**src/rtl/mdu_ctrl.sv**
```systemverilog
// mdu_ctrl: M-extension sequencer for the execute stage.
// Launches the external multiplier for MUL-class ops, runs an internal
// 32-step restoring divider for DIV-class ops, and returns one result
// over a valid/ready response port. busy stalls the pipeline while active.
module mdu_ctrl #(
  parameter int MUL_LAT = 2
) (
  input  logic        clk,
  input  logic        rst_n,
  input  logic        flush,
  input  logic        req_valid,
  output logic        req_ready,
  input  logic [2:0]  req_op,
  input  logic [31:0] req_a,
  input  logic [31:0] req_b,
  input  logic [4:0]  req_rd,
  output logic        mul_start,
  output logic [31:0] mul_a,
  output logic [31:0] mul_b,
  output logic        mul_a_signed,
  output logic        mul_b_signed,
  input  logic [63:0] mul_product,
  output logic        resp_valid,
  input  logic        resp_ready,
  output logic [31:0] resp_data,
  output logic [4:0]  resp_rd,
  output logic        busy
);

  typedef enum logic [2:0] {
    S_IDLE,
    S_MUL_WAIT,
    S_DIV_RUN,
    S_DIV_FIX,
    S_DONE
  } state_t;

  state_t      state;
  logic [2:0]  op_q;
  logic [4:0]  cnt;
  logic [31:0] rem_q;
  logic [31:0] quo_q;
  logic [31:0] dvs_q;
  logic        q_neg;
  logic        r_neg;

  logic        req_is_mul;
  logic        req_signed_div;
  logic        req_is_rem;
  logic        b_zero;
  logic        sgn_ovf;
  logic [31:0] abs_a;
  logic [31:0] abs_b;
  logic [31:0] special_data;
  logic [32:0] trial;
  logic [31:0] fix_data;

  // Request decode, divider step datapath and sign fix-up
  always_comb begin
    req_is_mul     = ~req_op[2];
    req_signed_div = req_op[2] & ~req_op[0];
    req_is_rem     = req_op[1];
    b_zero         = (req_b == '0);
    sgn_ovf        = req_signed_div && (req_a == 32'h8000_0000) && (req_b == '1);
    abs_a          = (req_signed_div && req_a[31]) ? -req_a : req_a;
    abs_b          = (req_signed_div && req_b[31]) ? -req_b : req_b;
    // Divide by zero is tested first so it wins over signed overflow
    if (b_zero) begin
      special_data = req_is_rem ? req_a : '1;
    end else begin
      special_data = req_is_rem ? '0 : 32'h8000_0000;
    end
    // Dividend bits are shifted out of quo_q's MSB as quotient bits enter at its LSB
    trial    = {rem_q, quo_q[31]} - {1'b0, dvs_q};
    if (op_q[1]) begin
      fix_data = r_neg ? -rem_q : rem_q;
    end else begin
      fix_data = q_neg ? -quo_q : quo_q;
    end
  end

  // Main sequencer with registered outputs
  always_ff @(posedge clk) begin
    if (!rst_n) begin
      state        <= S_IDLE;
      op_q         <= '0;
      cnt          <= '0;
      rem_q        <= '0;
      quo_q        <= '0;
      dvs_q        <= '0;
      q_neg        <= 1'b0;
      r_neg        <= 1'b0;
      req_ready    <= 1'b1;
      busy         <= 1'b0;
      mul_start    <= 1'b0;
      mul_a        <= '0;
      mul_b        <= '0;
      mul_a_signed <= 1'b0;
      mul_b_signed <= 1'b0;
      resp_valid   <= 1'b0;
      resp_data    <= '0;
      resp_rd      <= '0;
    end else begin
      mul_start <= 1'b0;
      if (flush) begin
        state      <= S_IDLE;
        req_ready  <= 1'b1;
        busy       <= 1'b0;
        resp_valid <= 1'b0;
        cnt        <= '0;
      end else begin
        case (state)
          S_IDLE: begin
            if (req_valid && req_ready) begin
              op_q      <= req_op;
              resp_rd   <= req_rd;
              req_ready <= 1'b0;
              busy      <= 1'b1;
              cnt       <= '0;
              if (req_is_mul) begin
                mul_a        <= req_a;
                mul_b        <= req_b;
                mul_a_signed <= (req_op == 3'd1) || (req_op == 3'd2);
                mul_b_signed <= (req_op == 3'd1);
                mul_start    <= 1'b1;
                state        <= S_MUL_WAIT;
              end else if (b_zero || sgn_ovf) begin
                resp_data  <= special_data;
                resp_valid <= 1'b1;
                state      <= S_DONE;
              end else begin
                rem_q <= '0;
                quo_q <= abs_a;
                dvs_q <= abs_b;
                q_neg <= req_signed_div & (req_a[31] ^ req_b[31]);
                r_neg <= req_signed_div & req_a[31];
                state <= S_DIV_RUN;
              end
            end
          end
          S_MUL_WAIT: begin
            if (cnt == 5'(MUL_LAT - 1)) begin
              resp_data  <= (op_q == 3'd0) ? mul_product[31:0] : mul_product[63:32];
              resp_valid <= 1'b1;
              cnt        <= '0;
              state      <= S_DONE;
            end else begin
              cnt <= cnt + 5'd1;
            end
          end
          S_DIV_RUN: begin
            if (!trial[32]) begin
              rem_q <= trial[31:0];
              quo_q <= {quo_q[30:0], 1'b1};
            end else begin
              rem_q <= {rem_q[30:0], quo_q[31]};
              quo_q <= {quo_q[30:0], 1'b0};
            end
            if (cnt == 5'd31) begin
              cnt   <= '0;
              state <= S_DIV_FIX;
            end else begin
              cnt <= cnt + 5'd1;
            end
          end
          S_DIV_FIX: begin
            resp_data  <= fix_data;
            resp_valid <= 1'b1;
            state      <= S_DONE;
          end
          S_DONE: begin
            if (resp_ready) begin
              resp_valid <= 1'b0;
              req_ready  <= 1'b1;
              busy       <= 1'b0;
              state      <= S_IDLE;
            end
          end
          default: state <= S_IDLE;
        endcase
      end
    end
  end

endmodule

```
**config.mk**
```make
export PLATFORM = sky130hd
export DESIGN_NAME = mdu_ctrl
export DESIGN_NICKNAME = d
export VERILOG_FILES = /design/src/rtl/mdu_ctrl.sv
export SDC_FILE = /design/constraint.sdc
export NUM_CORES = 1
export LEC_CHECK = 0
export ABC_AREA = 1
export CORE_ASPECT_RATIO = 0.7
export CORE_UTILIZATION = 50
export CTS_CLUSTER_SIZE = 10
export DETAILED_ROUTE_END_ITERATION = 8
export PLACE_DENSITY = 0.82
export SLEW_MARGIN = 25
export SYNTH_ARGS = -nofsm -noshare
export SYNTH_HDL_FRONTEND = slang
export SYNTH_SLANG_ARGS = --single-unit
```
**constraint.sdc**
```tcl
create_clock -name clk -period 6.3 [get_ports clk]
set_input_delay 1.26 -clock clk [delete_from_list [all_inputs] [get_ports clk]]
set_output_delay 1.26 -clock clk [all_outputs]
set_load 0.02 [all_outputs]
```
-- Word-level counts from Yosys, hierarchy flattened
Cells that the tools add are included.
- output and inout bits: 107
- input port bits: 141
- register bits after elaboration: 216
- eq/ne operators: 17
- bitwise logic cells: 11
- muxes and demuxes: 47
- add/sub/neg operators: 6
- reduce and logical (&&, ||, !) cells: 26
- operators with widths (cell ; count):
    2-to-1 mux 32 bit ; 20
    negator 32 bit ; 4
    case mux 32 bit (2 select lines) ; 2
    case mux 32 bit (3 select lines) ; 1
    == test 32 bit, second input constant ; 2
    subtractor 33 x 32 -> 33 bit ; 1
    logical NOT 32 bit ; 1
    2-to-1 mux 3 bit ; 6
    2-to-1 mux 5 bit ; 3
    case mux 3 bit (5 select lines) ; 1
    case mux 5 bit (3 select lines) ; 1
    != test 2 bit, second input constant ; 7
    AND reduction 6 bit ; 2
    2-to-1 mux 1 bit ; 10
    AND reduction 5 bit ; 2
    == test 3 x 2 -> 1 bit, second input constant ; 3
    AND reduction 4 bit ; 2
    NOT 1 bit ; 7
    == test 3 x 1 -> 1 bit, second input constant ; 2
    logical NOT 3 bit ; 2
    AND reduction 3 bit ; 2
    nonzero test 3 bit ; 2
    adder 5 x 1 -> 5 bit, second input constant ; 1
    == test 5 x 1 -> 1 bit, second input constant ; 1
    13 further kinds ; 22

-- Longest topological paths before layout
Gate-level depths: netlist (run 1).
- depth after elaboration: 9
- depth in mapped cells: 18

-- Worst setup path before layout (run 1)
Ideal clock, no wire load.
- path kind: input to register
- start: input req_a[1]
- end: register resp_data[24]
- slack: 3368 ps
- library setup time: 109 ps
- buffers on the path: 1
- arrival: 2823 ps
- cell stages on the path: 14
- data required time: 6191 ps
- cells stage by stage: inv_1 -> ha_1 -> nand3_2 -> nor2_2 -> nand2_1 -> nor3_2 -> nand2_2 -> nand3_4 -> nand3_4 -> buf_2 -> nor2_1 -> nand2_1 -> nand2_1 -> inv_1
- word-level cells in the longest chain between the ends: 6
- ends and longest elaborated chain (what ; RTL line ; RTL):
    start, declared ; 14 ; input logic [31:0] req_a,
    == test 32 bit ; 64 ; sgn_ovf = req_signed_div && (req_a == 32'h8000_0000) && (req_b == '1);
    logical AND 1 bit (2 in series) ; 64 ;
    logical OR 1 bit ; 127 ; end else if (b_zero || sgn_ovf) begin
    != test 2 bit (no line) ; - ;
    AND reduction 6 bit (no line) ; - ;
    end signal, assigned ; 128 ; resp_data <= special_data;
    end signal, assigned ; 143 ; resp_data <= (op_q == 3'd0) ? mul_product[31:0] : mul_product[63:32];
    end signal, assigned ; 167 ; resp_data <= fix_data;
    end, declared ; 25 ; output logic [31:0] resp_data,
Every way passes these cells.
A chain may end at the register's enable or synchronous reset.

-- Worst setup path after layout (run 1)
- start: input req_a[0]
- end: register rem_q[30]
- word-level cells in the longest chain between the ends: 6
- ends and longest elaborated chain (what ; RTL line ; RTL):
    == test 32 bit ; 64 ;
    logical AND 1 bit (2 in series) ; 64 ;
    logical OR 1 bit ; 127 ;
    != test 2 bit (no line) ; - ;
    AND reduction 5 bit (no line) ; - ;
    end signal, assigned ; 153 ; rem_q <= trial[31:0];
    end signal, assigned ; 156 ; rem_q <= {rem_q[30:0], quo_q[31]};
    end, declared ; 41 ; logic [31:0] rem_q;
Every way passes these cells.

==> flow_summary.yaml, run 1 <==
logic_synthesis:
  ys_ff_latch: 216
  synth_area_mm2: 0.01626
  yosys_warnings: 0
  number_of_synthesized_flops_with_an_enable_pin: 0
  postSynth.topFlopCell: "sky130_fd_sc_hd__dfxtp_1"
  postSynthNetCount: 2955
  synth.distinct_cells: 53
  part_of_the_yosys_area_used_for_sequential_elements_pct: 26.60
  postSynthCellCount: 2773
  synth-async-reset-ratio_pct: 0
  postSynthAreaPerCell_um2: 5.862
clock_tree:
  postCtsSetupBuffers: 0
  cts_repair_resize_count: 0
  clock_tree_from_tritoncts: "done"
  cts_hold_bufs: 0
  cts_htree_levels: 1
  cts_made_buffers: 26
  numClockSinks: 216
  clock_latency_at_the_later_pin_of_the_worst_skew_pair_ns: 0.57
  clkTransAtPathRegs_ns: 0.06
  clock_root_buffer: "sky130_fd_sc_hd__clkbuf_16"
  ctsLongestPathBuffers: 3
drt:
  avgRoutedWirePerCell_um: 19.42
  dr_total_vias: 19481
  dr_vias_cell: 5.776
  wl_met3_um: 8127
  drtAntennaViolNets: 0
  routed_wl_um: 65520
  met2WireLength_um: 25450
  detail_route.iter0.violations: 2646
  routed.top_layer: "met5"
  wl_met1_um: 30820
  drc: 0
  first_pass_iters: 6
placement:
  place_inst: 3337
  place_congestion: 1.024
  place.detailed.hpwl_um: 50690
  port-buffer-count: 247
layout:
  multi_input_comb_area_mm2: 0.01004
  layout_common_cells: "sky130_fd_sc_hd__nand2_1 (713), sky130_fd_sc_hd__nand3_1 (345), sky130_fd_sc_hd__inv_1 (343)"
  regArea_mm2: 0.004325
  area.growth.synth_to_final_pct: 20.12
  n_antenna_cell: 0
  layout.cells.non_filler: 3373
  layout_commonest_cell: "sky130_fd_sc_hd__nand2_1"
  fin_nets: 3127
  final.fill_count: 3052
  ratio_of_cells_with_drive_above_1_in_the_final_layout_pct: 4.030
die:
  die_area_mm2: 0.03325
  die_w_um: 217.5
  floorplan.core_area_mm2: 0.03155
  ios: 248
  std_cell_rows: 54
  initial_core_utilization_pct: 51.52
  die_height_um: 152.9
timing:
  achievable-frequency_ghz: 0.2542
  tightestPinTransition_ns: 1.029
  rsz0062_at_grt: "false"
  slew-limit-headroom_pct: 31.29
  final.setup_skew_ns: 0.01568
  finalWorstPathRequiredPeriod_ns: 3.934
  tns_setup_ns: 0
  post-route-period-util_pct: 62.44
  final_slew_viol_count: 0
  timing_hold_violations_final: 0
  final_report_setup_violation_count: 0
job:
  timing.max_cap.violations: 0
pwr:
  static-leakage-power_nw: 8.926
  total_power_mw: 4.160
  pwr_density_cell_mw_per_mm2: 213.1
  vdd_drop_max_mv: 0.2258
status:
  outcome: "complete, no violations"
setup_path:
  cp_cell_sequence: "clkdlybuf4s50_1, inv_1, ha_1, nand3_2, nor2_2, nand2_1, nor3_2, nand2_2, nand3_4, nand2_4, nand2_4, nand2_1, a21oi_1"
  critical_path_fanouts_max: 60
  cpMaxStageDelayCell: "sky130_fd_sc_hd__nand2_4"
  cp_slowest_stage_delay_ns: 0.59
  worst_ep_required_time_ns: 6.78
  worst_path_dominant_cell_family: "simple AND/OR/NAND/NOR gates"
  crit_path_start_kind: "primary input"
  critical_path_arrival_ns: 4.42
  worst-path-buf-inv: 2
  cp-end-kind: "register"
  critical_path_class: "in2reg"
global_routing:
  number_of_antenna_violations_at_the_first_check_in_global_routing: 1
  pin_count_of_the_biggest_net_entering_global_routing: 87
  grt_usage_pct: 38.40
  grt_pass1_vias: 17030
  overflow: 0
  grt_pass1_wl_um: 99560
min_path:
  min_path_type: "reg2reg"
routing by layer:
metal / GRT usage [%] / up-vias
li1: - / 9303
met1: 60.68 / 9031
met5: 0 / -
met2: 51.56 / 1068
met4: 6.774 / 2
met3: 9.234 / 77
per-stage QoR:
| step | util, % | hold slack [ns] | cell area [um^2] | worst slack [ns] |
|---|---|---|---|---|
| floorplan | - | 0.4301 | 16260 | 3.368 |
| finish | 61.88 | 0.4628 | 19530 | 2.366 |
| CTS | 61.88 | 0.4648 | 19530 | 2.514 |
| detailed placement | 59.58 | 0.4558 | 18800 | 1.948 |
| global placement | 59.58 | 0.4475 | 18800 | 1.978 |
| global route | 61.88 | 0.4771 | 19530 | 2.179 |
cells in the mapped netlist, types with 2 or more instances:
| master | instances | share of area [%] |
|---|---|---|
| sky130_fd_sc_hd__nand3_1 | 345 | 11 |
| sky130_fd_sc_hd__nor2_8 | 3 | 0.37 |
| sky130_fd_sc_hd__o211ai_1 | 12 | 0.55 |
| sky130_fd_sc_hd__nor3_2 | 5 | 0.31 |
| sky130_fd_sc_hd__inv_1 | 345 | 8.0 |
| sky130_fd_sc_hd__o21ai_0 | 230 | 7.1 |
| sky130_fd_sc_hd__nor2_4 | 3 | 0.21 |
| sky130_fd_sc_hd__nand2_2 | 10 | 0.38 |
| sky130_fd_sc_hd__nor2_2 | 10 | 0.38 |
| sky130_fd_sc_hd__xor2_1 | 25 | 1.3 |
| sky130_fd_sc_hd__o21a_1 | 12 | 0.55 |
| sky130_fd_sc_hd__a21oi_1 | 158 | 4.9 |
| sky130_fd_sc_hd__o31ai_1 | 5 | 0.23 |
| sky130_fd_sc_hd__nand3b_1 | 19 | 0.88 |
| sky130_fd_sc_hd__ha_1 | 40 | 3.1 |
| sky130_fd_sc_hd__inv_2 | 13 | 0.30 |
| sky130_fd_sc_hd__nand4_1 | 22 | 0.85 |
| sky130_fd_sc_hd__nand3_4 | 3 | 0.32 |
| sky130_fd_sc_hd__or2_2 | 14 | 0.54 |
| sky130_fd_sc_hd__nor2_1 | 323 | 7.5 |
| sky130_fd_sc_hd__nand3_2 | 3 | 0.18 |
| sky130_fd_sc_hd__and3_1 | 4 | 0.15 |
| sky130_fd_sc_hd__a22oi_1 | 2 | 0.092 |
| sky130_fd_sc_hd__o21bai_1 | 6 | 0.28 |
| sky130_fd_sc_hd__a31oi_1 | 7 | 0.27 |
| sky130_fd_sc_hd__clkbuf_1 | 58 | 1.3 |
| sky130_fd_sc_hd__o21ai_1 | 36 | 1.1 |
| sky130_fd_sc_hd__buf_1 | 14 | 0.32 |
| sky130_fd_sc_hd__nor3_1 | 29 | 0.89 |
| sky130_fd_sc_hd__nand2_4 | 4 | 0.28 |
| sky130_fd_sc_hd__nand2_1 | 713 | 16 |
| sky130_fd_sc_hd__o22ai_1 | 14 | 0.54 |
| sky130_fd_sc_hd__and2_1 | 4 | 0.15 |
| sky130_fd_sc_hd__dfxtp_1 | 216 | 27 |
| sky130_fd_sc_hd__xnor2_1 | 8 | 0.43 |
| sky130_fd_sc_hd__buf_6 | 8 | 0.55 |
| sky130_fd_sc_hd__buf_4 | 4 | 0.18 |
| sky130_fd_sc_hd__buf_2 | 30 | 0.92 |
| sky130_fd_sc_hd__clkinv_1 | 2 | 0.046 |
tightest hold or removal path: cells and delay by family (launching register included):
kind / cells / cell delay [ns]
DFF: 1 / 0.31
buffers and inverters: 1 / 0.05
AOI/OAI and AO/OA: 1 / 0.06
logic make-up (layout without fill, tap and decap cells):
group           Yosys count  after routing  share of synthesized area (%)
flops                   216            216                          26.60
simple gates           1517           1517                          40.66
xor+xnor                 33             33                          1.778
buf+inv                 475            655                          11.67
compound gates          491            491                          16.09
fa+ha+maj                41             41                          3.202
flip-flops by register name, indices dropped and copies added (netlist names):
signal        cells
req_ready         1
rem_q            32
dvs_q            32
mul_start         1
mul_a            32
op_q              3
cnt               5
resp_data        32
quo_q            32
mul_b_signed      1
mul_a_signed      1
r_neg             1
resp_valid        1
resp_rd           5
mul_b            32
q_neg             1
state             3
busy              1
report_power, final:
part | total [mW] | leakage (nW) | internal [mW] | switching, mW
clock | 1.37 | 0.354 | 0.759 | 0.614
combinational | 1.28 | 6.82 | 0.423 | 0.861
sequential | 1.50 | 1.75 | 1.44 | 0.0663
layout make-up:
type | instances | share of cell area [%]
clock buffers | 33 | 3.518
clock inverters | 3 | 0.2050
inverters | 361 | 6.946
multi-input cells | 2082 | 51.42
flip-flops and latches | 216 | 22.15
well taps | 420 | 2.691
repair buffers | 258 | 13.07
worst paths after layout:
check | cells past startpoint | slack, ns | endpoint | start
min | 2 | 0.46 | resp_valid | resp_valid
max | 13 | 2.37 | rem_q[30] | req_a[0]
max reg2reg | 16 | 2.98 | rem_q[31] | quo_q[31]
min reg2reg | 2 | 0.46 | resp_valid | resp_valid
Power figures use the tool's default switching activity.
==> run 2, diff against run 1 <==
- PLACE_DENSITY: 0.82 -> 0.85
- clock period: 6.3 -> 3.2 ns (I/O delays scaled with it)
==> run 2 against run 1 <==
Compared with the run above: clock skew increased by 0.011 ns; combinational power increased by 110%; register-to-register slack worse by 2.7 ns; power grew 100%; largest cell class unchanged.
==> flow_summary.yaml, run 2 (synthesized netlist as in run 1, its figures left out) <==
status:
  outcome: "complete, no violations"
pwr:
  vdd_drop_max_mv: 0.3554
  total_power_mw: 8.390
  pwr_density_cell_mw_per_mm2: 415.2
  static-leakage-power_nw: 9.349
timing:
  final.setup_skew_ns: 0.02687
  timing_hold_violations_final: 0
  slew-limit-headroom_pct: 39.83
  final_report_setup_violation_count: 0
  rsz0062_at_grt: "false"
  post-route-period-util_pct: 92.51
  tightestPinTransition_ns: 0.9013
  tns_setup_ns: 0
  achievable-frequency_ghz: 0.3378
  final_slew_viol_count: 0
  postLayoutSetupSlackWorst_ns: 0.2395
  final.hold.worst_slack_ns: 0.4591
  finalWorstPathRequiredPeriod_ns: 2.960
min_path:
  hold_depth: 2
  min_path_type: "reg2reg"
drt:
  drc: 0
  avgRoutedWirePerCell_um: 19.51
  drtAntennaViolNets: 0
  first_pass_iters: 6
  routed_wl_um: 67280
  detail_route.iter0.violations: 2826
  dr_total_vias: 19959
  dr_vias_cell: 5.789
global_routing:
  number_of_antenna_violations_at_the_first_check_in_global_routing: 3
  grt-busiest-layer: "met1"
  global_route.usage.met2_pct: 51.71
  grt_util_met1_pct: 60.25
  grt_usage_pct: 39.37
  global_route.usage.met3_pct: 13.43
  grt_pass1_wl_um: 102500
  overflow: 0
  pin_count_of_the_biggest_net_entering_global_routing: 151
  grt_pass1_vias: 17706
clock_tree:
  cts_hold_bufs: 0
  numClockSinks: 216
  cts_made_buffers: 26
  clkTransAtPathRegs_ns: 0.06
  clock_tree_from_tritoncts: "done"
  ctsLongestPathBuffers: 3
  postCtsSetupBuffers: 0
  clock_root_buffer: "sky130_fd_sc_hd__clkbuf_16"
  cts_htree_levels: 1
  cts_repair_resize_count: 0
  clock_latency_at_the_later_pin_of_the_worst_skew_pair_ns: 0.57
setup_path:
  cp.depth: 17
  cp_cell_sequence: "inv_1, ha_1, fa_1, inv_1, nand2_1, nand2_1, nand3_1, nand2_1, nand2_1, nand2_1, nand2_2, nand2_2, nand2_4, nand2_2, nand2_1, nand3_1, a21oi_1"
  worst_ep_required_time_ns: 3.62
  critical_path_arrival_ns: 3.38
  critical_path_fanouts_max: 18
  worst-path-buf-inv: 2
  crit_top_cell: "sky130_fd_sc_hd__nand2_1"
  reg2reg_depth: 17
  critical_path_class: "reg2reg"
  worst_path_dominant_cell_family: "simple AND/OR/NAND/NOR gates"
  crit_path_start_kind: "register"
  cp-end-kind: "register"
  cp_slowest_stage_delay_ns: 0.42
  cpMaxStageDelayCell: "sky130_fd_sc_hd__fa_1"
die:
  die_w_um: 217.5
  floorplan.core_area_mm2: 0.03155
  die_area_mm2: 0.03325
  std_cell_rows: 54
  initial_core_utilization_pct: 51.52
  ios: 248
  die_height_um: 152.9
layout:
  fin_util_pct: 64.05
  layout_common_cells: "sky130_fd_sc_hd__nand2_1 (713), sky130_fd_sc_hd__nand3_1 (345), sky130_fd_sc_hd__inv_1 (344)"
  fin_area_mm2: 0.02021
  ratio_of_cells_with_drive_above_1_in_the_final_layout_pct: 6.475
  layout_commonest_cell: "sky130_fd_sc_hd__nand2_1"
  area.growth.synth_to_final_pct: 24.31
  layout.cells.non_filler: 3448
  fin_nets: 3204
  final.fill_count: 2978
placement:
  placement.cell_area_mm2: 0.01946
  place_inst: 3414
  place_congestion: 1.099
  place.detailed.hpwl_um: 52910
  place_ws_ns: 0.06972
  port-buffer-count: 247
job:
  timing.max_cap.violations: 0
## run 2: cell count changes in the layout (fill, tap and decap cells not counted)
cell,change
sky130_fd_sc_hd__buf_12,+7
sky130_fd_sc_hd__buf_4,+70
sky130_fd_sc_hd__bufinv_16,+1
sky130_fd_sc_hd__clkbuf_1,-4
sky130_fd_sc_hd__clkinv_1,-1
sky130_fd_sc_hd__dfxtp_1,+1
sky130_fd_sc_hd__dfxtp_2,-1
sky130_fd_sc_hd__diode_2,+1
sky130_fd_sc_hd__inv_1,+1
## run 2: area by class of cell
| class | count | area (um^2) | share of cell area [%] |
|---|---|---|---|
| flip-flops and latches | 216 | 4324 | 21.40 |
| repair buffers | 335 | 3218 | 15.92 |
| multi-input cells | 2082 | 10040 | 49.68 |
| well taps | 420 | 525.5 | 2.600 |
| inverters | 361 | 1356 | 6.712 |
| clock buffers | 29 | 671.9 | 3.325 |
| clock inverters | 4 | 70.07 | 0.3467 |
| diodes | 1 | 2.502 | 0.01238 |
## run 2: per-layer routing
layer / up-vias / wire length [um]
met5: - / 42
met4: 6 / 1388
met3: 111 / 10110
met2: 1289 / 25650
met1: 9085 / 30090
li1: 9468 / -
## run 2: tightest hold or removal path, delay by kind of cell (launching register included)
| family | cells | cell delay (ns) |
|---|---|---|
| AO/OA/AOI/OAI | 1 | 0.05 |
| buffers and inverters | 1 | 0.05 |
| flip-flops | 1 | 0.31 |
## run 2: path summary, 6_finish.rpt
kind	end	slack, ns	from
max	rem_q[20]	0.24	quo_q[31]
min	resp_valid	0.46	resp_valid
max reg2reg	rem_q[20]	0.24	quo_q[31]
min reg2reg	resp_valid	0.46	resp_valid
## run 2: where the power goes
part | leakage [nW] | switching (mW) | internal [mW]
sequential | 1.75 | 0.121 | 2.83
clock | 0.363 | 1.20 | 1.56
combinational | 7.23 | 1.76 | 0.918
total | 9.35 | 3.08 | 5.31
